===== src/rtl/ultrasonido_controlador.sv =====
// HC-SR04 ranger sequencer: trigger pulse, echo timing, counter-based conversion to cm,
// single-shot or free-running at a fixed repetition period, with timeout reporting.
module ultrasonido_controlador #(
    parameter int TRIG_CYCLES         = 500,
    parameter int CM_DIV_CYCLES       = 2900,
    parameter int ECHO_TIMEOUT_CYCLES = 1900000,
    parameter int PERIOD_CYCLES       = 3000000,
    parameter int DIST_W              = 9
) (
    input  logic              clk,
    input  logic              rst,
    input  logic              start,
    input  logic              continuous,
    input  logic              echo,
    output logic              trigger,
    output logic              busy,
    output logic [DIST_W-1:0] distance_cm,
    output logic              valid,
    output logic              timeout
);

    localparam int TRIG_W = $clog2(TRIG_CYCLES);
    localparam int SUB_W  = $clog2(CM_DIV_CYCLES);
    localparam int TMO_W  = $clog2(ECHO_TIMEOUT_CYCLES);
    localparam int PER_W  = $clog2(PERIOD_CYCLES);

    localparam logic [TRIG_W-1:0] TRIG_LAST = TRIG_W'(TRIG_CYCLES - 1);
    localparam logic [SUB_W-1:0]  SUB_LAST  = SUB_W'(CM_DIV_CYCLES - 1);
    localparam logic [TMO_W-1:0]  TMO_LAST  = TMO_W'(ECHO_TIMEOUT_CYCLES - 1);
    localparam logic [PER_W-1:0]  PER_LAST  = PER_W'(PERIOD_CYCLES - 1);

    typedef enum logic [2:0] {IDLE, TRIG, WAIT_ECHO, MEASURE, HOLDOFF} state_t;

    state_t              state_reg, state_next;
    logic [TRIG_W-1:0]   trig_cnt_reg, trig_cnt_next;
    logic [SUB_W-1:0]    sub_cnt_reg, sub_cnt_next;
    logic [DIST_W-1:0]   cm_cnt_reg, cm_cnt_next;
    logic [TMO_W-1:0]    tmo_cnt_reg, tmo_cnt_next;
    logic [PER_W-1:0]    per_cnt_reg, per_cnt_next;
    logic                trigger_reg, trigger_next;
    logic                busy_reg, busy_next;
    logic [DIST_W-1:0]   dist_reg, dist_next;
    logic                valid_reg, valid_next;
    logic                timeout_reg, timeout_next;
    logic                echo_meta_reg, echo_s_reg, echo_d_reg;
    logic                echo_rise, echo_fall;

    always_ff @(posedge clk or posedge rst) begin
        if (rst) begin
            echo_meta_reg <= 1'b0;
            echo_s_reg    <= 1'b0;
            echo_d_reg    <= 1'b0;
        end else begin
            echo_meta_reg <= echo;
            echo_s_reg    <= echo_meta_reg;
            echo_d_reg    <= echo_s_reg;
        end
    end

    assign echo_rise = echo_s_reg & ~echo_d_reg;
    assign echo_fall = ~echo_s_reg & echo_d_reg;

    always_ff @(posedge clk or posedge rst) begin
        if (rst) begin
            state_reg    <= IDLE;
            trig_cnt_reg <= '0;
            sub_cnt_reg  <= '0;
            cm_cnt_reg   <= '0;
            tmo_cnt_reg  <= '0;
            per_cnt_reg  <= '0;
            trigger_reg  <= 1'b0;
            busy_reg     <= 1'b0;
            dist_reg     <= '0;
            valid_reg    <= 1'b0;
            timeout_reg  <= 1'b0;
        end else begin
            state_reg    <= state_next;
            trig_cnt_reg <= trig_cnt_next;
            sub_cnt_reg  <= sub_cnt_next;
            cm_cnt_reg   <= cm_cnt_next;
            tmo_cnt_reg  <= tmo_cnt_next;
            per_cnt_reg  <= per_cnt_next;
            trigger_reg  <= trigger_next;
            busy_reg     <= busy_next;
            dist_reg     <= dist_next;
            valid_reg    <= valid_next;
            timeout_reg  <= timeout_next;
        end
    end

    always_comb begin
        state_next    = state_reg;
        trig_cnt_next = trig_cnt_reg;
        sub_cnt_next  = sub_cnt_reg;
        cm_cnt_next   = cm_cnt_reg;
        tmo_cnt_next  = tmo_cnt_reg;
        per_cnt_next  = per_cnt_reg;
        trigger_next  = trigger_reg;
        busy_next     = busy_reg;
        dist_next     = dist_reg;
        valid_next    = 1'b0;
        timeout_next  = 1'b0;

        // Period counter runs from trigger rise and saturates so HOLDOFF always sees its limit.
        if (state_reg != IDLE && per_cnt_reg != PER_LAST)
            per_cnt_next = per_cnt_reg + 1'b1;

        case (state_reg)
            IDLE: begin
                trig_cnt_next = '0;
                sub_cnt_next  = '0;
                cm_cnt_next   = '0;
                tmo_cnt_next  = '0;
                per_cnt_next  = '0;
                if (start || continuous) begin
                    state_next   = TRIG;
                    trigger_next = 1'b1;
                    busy_next    = 1'b1;
                end
            end
            TRIG: begin
                if (trig_cnt_reg == TRIG_LAST) begin
                    trigger_next = 1'b0;
                    state_next   = WAIT_ECHO;
                end else begin
                    trig_cnt_next = trig_cnt_reg + 1'b1;
                end
            end
            WAIT_ECHO: begin
                if (echo_rise) begin
                    // The edge-detect cycle already has echo_s high, so it counts as the first tick.
                    state_next   = MEASURE;
                    tmo_cnt_next = '0;
                    sub_cnt_next = SUB_W'(1);
                    cm_cnt_next  = '0;
                end else if (tmo_cnt_reg == TMO_LAST) begin
                    timeout_next = 1'b1;
                    state_next   = HOLDOFF;
                end else begin
                    tmo_cnt_next = tmo_cnt_reg + 1'b1;
                end
            end
            MEASURE: begin
                if (echo_fall) begin
                    dist_next  = cm_cnt_reg;
                    valid_next = 1'b1;
                    state_next = HOLDOFF;
                end else if (tmo_cnt_reg == TMO_LAST) begin
                    dist_next    = '1;
                    timeout_next = 1'b1;
                    state_next   = HOLDOFF;
                end else begin
                    tmo_cnt_next = tmo_cnt_reg + 1'b1;
                    if (sub_cnt_reg == SUB_LAST) begin
                        sub_cnt_next = '0;
                        if (cm_cnt_reg != '1)
                            cm_cnt_next = cm_cnt_reg + 1'b1;
                    end else begin
                        sub_cnt_next = sub_cnt_reg + 1'b1;
                    end
                end
            end
            HOLDOFF: begin
                if (per_cnt_reg == PER_LAST) begin
                    state_next = IDLE;
                    busy_next  = 1'b0;
                end
            end
            default: begin
                state_next   = IDLE;
                trigger_next = 1'b0;
                busy_next    = 1'b0;
            end
        endcase
    end

    assign trigger     = trigger_reg;
    assign busy        = busy_reg;
    assign distance_cm = dist_reg;
    assign valid       = valid_reg;
    assign timeout     = timeout_reg;

endmodule


===== config.mk =====
export PLATFORM = sky130hd
export DESIGN_NAME = ultrasonido_controlador
export DESIGN_NICKNAME = d
export VERILOG_FILES = /design/src/rtl/ultrasonido_controlador.sv
export SDC_FILE = /design/constraint.sdc
export NUM_CORES = 1
export LEC_CHECK = 0
export ABC_AREA = 1
export ABC_CLOCK_PERIOD_IN_PS = 6240
export CAP_MARGIN = 20
export CORE_MARGIN = 5
export CORE_UTILIZATION = 55
export DETAILED_ROUTE_END_ITERATION = 10
export MAX_ROUTING_LAYER = met4
export PLACE_DENSITY_LB_ADDON = 0.25
export SLEW_MARGIN = 30
export SYNTH_ARGS = -nofsm -noshare
export SYNTH_HDL_FRONTEND = slang
export SYNTH_SLANG_ARGS = --single-unit

===== constraint.sdc =====
create_clock -name clk -period 6.24 [get_ports clk]
set_clock_uncertainty 0.1 [all_clocks]
set_input_delay 1.872 -clock clk [delete_from_list [all_inputs] [get_ports clk]]
set_output_delay 1.872 -clock clk [all_outputs]
set_load 0.05 [all_outputs]

After elaboration in Yosys (flattened, before gate mapping)
Cells that the tools add are included.
- output and inout port bits: 13
- word-level logic and storage cells: 101
- input bits: 5
- register bits: 92
- bitwise logic cells: 6
- reductions and logical operators: 18
- equality and inequality tests: 19
- $add $sub $neg: 5
- mux-type cells: 39
- operator list (kind ; count):
    9-bit 2-to-1 mux ; 8
    21-bit 2-to-1 mux ; 3
    21-bit one-hot mux with 3 select lines ; 1
    12-bit 2-to-1 mux ; 4
    22-bit 2-to-1 mux ; 2
    12-bit one-hot mux with 3 select lines ; 1
    9-bit one-hot mux with 3 select lines ; 1
    22-bit by 1-bit adder with 22-bit output, second input constant ; 1
    22-bit equality test, second input constant ; 1
    22-bit != test, second input constant ; 1
    21-bit by 1-bit adder with 21-bit output, second input constant ; 1
    21-bit equality test, second input constant ; 1
    9-bit by 1-bit adder with 9-bit output, second input constant ; 2
    3-bit 2-to-1 mux ; 6
    2-bit != test, second input constant ; 9
    9-bit one-hot mux with 2 select lines ; 1
    3-bit one-hot mux with 5 select lines ; 1
    12-bit by 1-bit adder with 12-bit output, second input constant ; 1
    12-bit equality test, second input constant ; 1
    9-bit equality test, second input constant ; 1
    9-bit != test, second input constant ; 1
    3-bit AND reduction ; 3
    1-bit 2-to-1 mux ; 8
    3-bit by 2-bit equality test with 1-bit output, second input constant ; 2
    15 further kinds ; 26

Depth between registers and ports, before layout
- word-level depth: 6
- gate-level depth with buffers: 11
- gate-level depth less buffers: 10

Worst setup path before layout
Ideal clock, no wire load.
- path type: reg2out
- start: register busy_reg (netlist: busy)
- end: output port busy
- path buffers: 0
- stages on the path, launching flop included: 1
- setup slack: 3668 ps
- data required time: 4268 ps
- arrival time: 600 ps
- path through: dfrtp_1
- RTL lines (item ; line ; text):
    start, declared ; 41 ; logic busy_reg, busy_next;
    start signal, assigned ; 84 ; busy_reg <= busy_next;
    end, declared ; 16 ; output logic busy,
No word-level cell between the ends.

Final worst setup path
- start: register dist_reg[5] (netlist: distance_cm[5])
- end: output port distance_cm[5]
- RTL lines (item ; line ; text):
    start, declared ; 42 ; logic [DIST_W-1:0] dist_reg, dist_next;
    start signal, assigned ; 85 ; dist_reg <= dist_next;
    end, declared ; 17 ; output logic [DIST_W-1:0] distance_cm,
No word-level cell between the ends.

==> results.py <==
metrics = {
    "status": {
        "run_status": "finished, final reports clean",
    },
    "logic_synthesis": {
        "synth_warnings": 0,
        "ys_seq_area_share_pct": 42.18,
        "ys_seq_elements": 92,
        "syn_avg_cell_area_sq_um": 7.079,
        "synth_top_area_share_pct": 42.18,
        "synth_area_leaders": "dfrtp_1, nand2_1, nor2_1",
        "syn_area_sq_mm": 0.005458,
        "netlist-cell-type-count": 36,
        "synth_largest_area_cell": "dfrtp_1",
        "synthCells": 771,
        "synth_nets": 782,
    },
    "floorplan": {
        "rows": 36,
        "core_area_sq_mm": 0.009729,
        "initial_core_util_pct": 56.10,
        "dieArea_sq_mm": 0.01202,
        "die_w_um": 109.6,
        "ioPinCount": 18,
        "dieHeight_um": 109.6,
    },
    "clock_tree": {
        "root_buffer": "clkbuf_8",
        "cts.htree.levels": 3,
        "cts_setup_buffers": 0,
        "cts.path.max_buffers": 2,
        "cts_hold_buf": 0,
        "clk_pin_slew_ns": 0.10,
        "cts.repair.resized": 0,
        "cts_buffers": 9,
        "clock-sinks": 92,
        "clkLatencyLatePin_ns": 0.37,
        "cts_tree": "done",
    },
    "global_route": {
        "grt_max_degree": 62,
        "grt_pass1_wl_um": 21960,
        "grt_pass1_vias": 4829,
        "track_usage_pct": 23.40,
        "overflow": 0,
        "antenna_found_initial": 0,
    },
    "placed_design": {
        "gp_congestion": 0.9344,
        "portBuffers": 17,
        "dp_hpwl_um": 8935,
    },
    "setup_path": {
        "cp.arrival_ns": 1.55,
        "cp_max_fo": 2,
        "crit_type": "reg -> out",
        "critPathTopFamily": "buffers and inverters",
        "crit_required_ns": 4.27,
        "max_stage_delay_ns": 0.82,
        "setup.worst_path.end_class": "output pin",
        "crit_slowest_cell": "clkdlybuf4s50_1",
        "crit_chain": "clkdlybuf4s50_1",
        "cp_num_buf_inv": 1,
        "startpoint_type": "flip-flop",
    },
    "final_layout": {
        "layout-drive-gt1-share_pct": 5.177,
        "largest_reg_flops": 22,
        "diodes": 0,
        "final_util_pct": 61.37,
        "layout.nets": 798,
        "fillers": 904,
        "area_growth_pct": 9.399,
    },
    "sta": {
        "min_period_ns": 3.525,
        "report.final.slew_viol_count": 0,
        "tns_ns": 0,
        "finalHoldViolCount": 0,
        "worst_slew_pin_slew_ns": 0.7053,
        "fmax_mhz": 283.7,
        "rsz0062_at_grt": "false",
        "finalSetupViolCount": 0,
        "finalCritPeriodShare_pct": 56.49,
        "slew_headroom_pct": 52.87,
    },
    "drt": {
        "dr_total_vias": 5084,
        "via_per_inst": 5.496,
        "routed_wl_um": 12690,
        "drt_iter0_markers": 343,
        "ant_nets": 0,
        "dr.pass1.iters": 5,
        "wl_per_cell_um": 13.71,
        "drt_drc_violations_left": 0,
    },
    "power_and_ir_drop": {
        "clockPowerShare_pct": 43.4,
        "power.share.combinational_pct": 1.5,
        "seq_power_share_pct": 55.1,
        "switching_power_w": 0.0002436,
        "internal_power_w": 0.0008401,
        "p_per_area_mw_per_mm2": 181.5,
        "swShare_pct": 22.48,
        "p_leak_nw": 2.770,
        "ir_drop_v": 0.0001486,
    },
    "job": {
        "drv_cap": 0,
    },
    "worst_hold_path": {
        "hp-class": "reg -> reg",
    },
}
[cell usage after synthesis (all sizes together)]
library cell  number
nand4             39
nor3b              4
xor2               9
o31ai              2
dfrtp             92
buf               10
a31oi              9
clkbuf             4
a41oi              1
nor4               1
nor3              14
nand3b             8
nand3             80
a21oi             18
inv              101
ha                 6
and2               1
o21bai             2
nand2            208
nor2             121
or2                3
xnor2              3
o21ai             35
[metrics by stage]
| stage | cell area [sq um] | hold WS, ns | power (W) | std cells | setup slack, ns |
|---|---|---|---|---|---|
| 6_report | 5971 | 0.2631 | 0.001084 | 925 | 2.715 |
| 5_1_grt | 5971 | 0.2892 | 0.001117 | 925 | 2.676 |
| 4_1_cts | 5971 | 0.2699 | 0.001092 | 925 | 2.700 |
| 3_5_place_dp | 5738 | 0.2413 | 0.0006261 | 909 | 2.962 |
| 3_3_place_gp | 5734 | 0.2403 | 0.0006255 | 909 | 2.670 |
| 2_1_floorplan | 5458 | 0.2312 | 0.0006188 | 771 | 1.876 |
[path summary, 6_finish.rpt]
| path | startpoint | slack [ns] | endpoint | depth (start not counted) |
|---|---|---|---|---|
| setup reg to reg | state_reg[2]$_DFFE_PP0P_ | 3.55 | cm_cnt_reg[1]$_DFFE_PP0P_ | 8 |
| hold / removal | echo_meta_reg$_DFF_PP0_ | 0.26 | echo_s_reg$_DFF_PP0_ | 0 |
| min in group asynchronous | rst | 1.79 | valid$_DFF_PP0_ | 2 |
| hold reg to reg | echo_meta_reg$_DFF_PP0_ | 0.26 | echo_s_reg$_DFF_PP0_ | 0 |
| setup / recovery | distance_cm[5]$_DFFE_PP0P_ | 2.72 | distance_cm[5] | 1 |
| max in group asynchronous | rst | 3.43 | per_cnt_reg[15]$_DFFE_PP0P_ | 3 |
[logic make-up (layout without fill, tap and decap cells)]
family	count (synthesis)	count (layout)	synth area share, %
flip-flops	92	92	42.18
AND/OR/NAND/NOR	479	479	39.50
adder cells (fa/ha/maj)	6	6	1.375
XOR/XNOR	12	12	1.926
buffers and inverters	115	136	8.345
AO/OA/AOI/OAI	67	67	6.671
[layer usage]
layer	routed length [um]	vias to the layer above	share of wire (%)	track usage [%]
li1	-	2536	-	-
met1	5810	2402	46	30.52
met2	6063	131	48	37.71
met3	643	15	5.1	4.052
met4	167	0	1.3	6.768
met5	0	-	0	-
[power by group through the flow]
stage | clock, W | sequential (W) | combinational (W)
after floorplan | 0 | 0.000609 | 0.00000989
after global placement | 0 | 0.000609 | 0.0000165
after detailed placement | 0 | 0.000609 | 0.0000170
after CTS | 0.000478 | 0.000597 | 0.0000169
after global routing | 0.000501 | 0.000597 | 0.0000190
final | 0.000470 | 0.000597 | 0.0000161
[layout make-up]
| cell class | instances | area (sq um) | share of cell area, % |
|---|---|---|---|
| Tap cell | 133 | 166.4 | 2.787 |
| Sequential cell | 92 | 2302 | 38.56 |
| Multi-Input combinational cell | 564 | 2700 | 45.22 |
| Clock inverter | 6 | 95.09 | 1.593 |
| Inverter | 101 | 384.1 | 6.433 |
| Timing Repair Buffer | 19 | 185.2 | 3.101 |
| Clock buffer | 10 | 137.6 | 2.305 |
[cell usage in the layout (no fill, tap or decap), types with 4 or more instances in the layout]
cell type,instances
dfrtp_1,92
xor2_1,9
a21oi_1,18
nor3_1,13
o21ai_0,32
nand2_1,200
clkbuf_8,10
nand2_2,6
nand4_1,38
ha_1,6
nor3b_1,4
nand3b_1,8
inv_1,98
clkinv_4,4
a31oi_1,9
clkdlybuf4s50_1,17
nor2_1,117
nand3_1,78
Power figures use the tool's default switching activity.
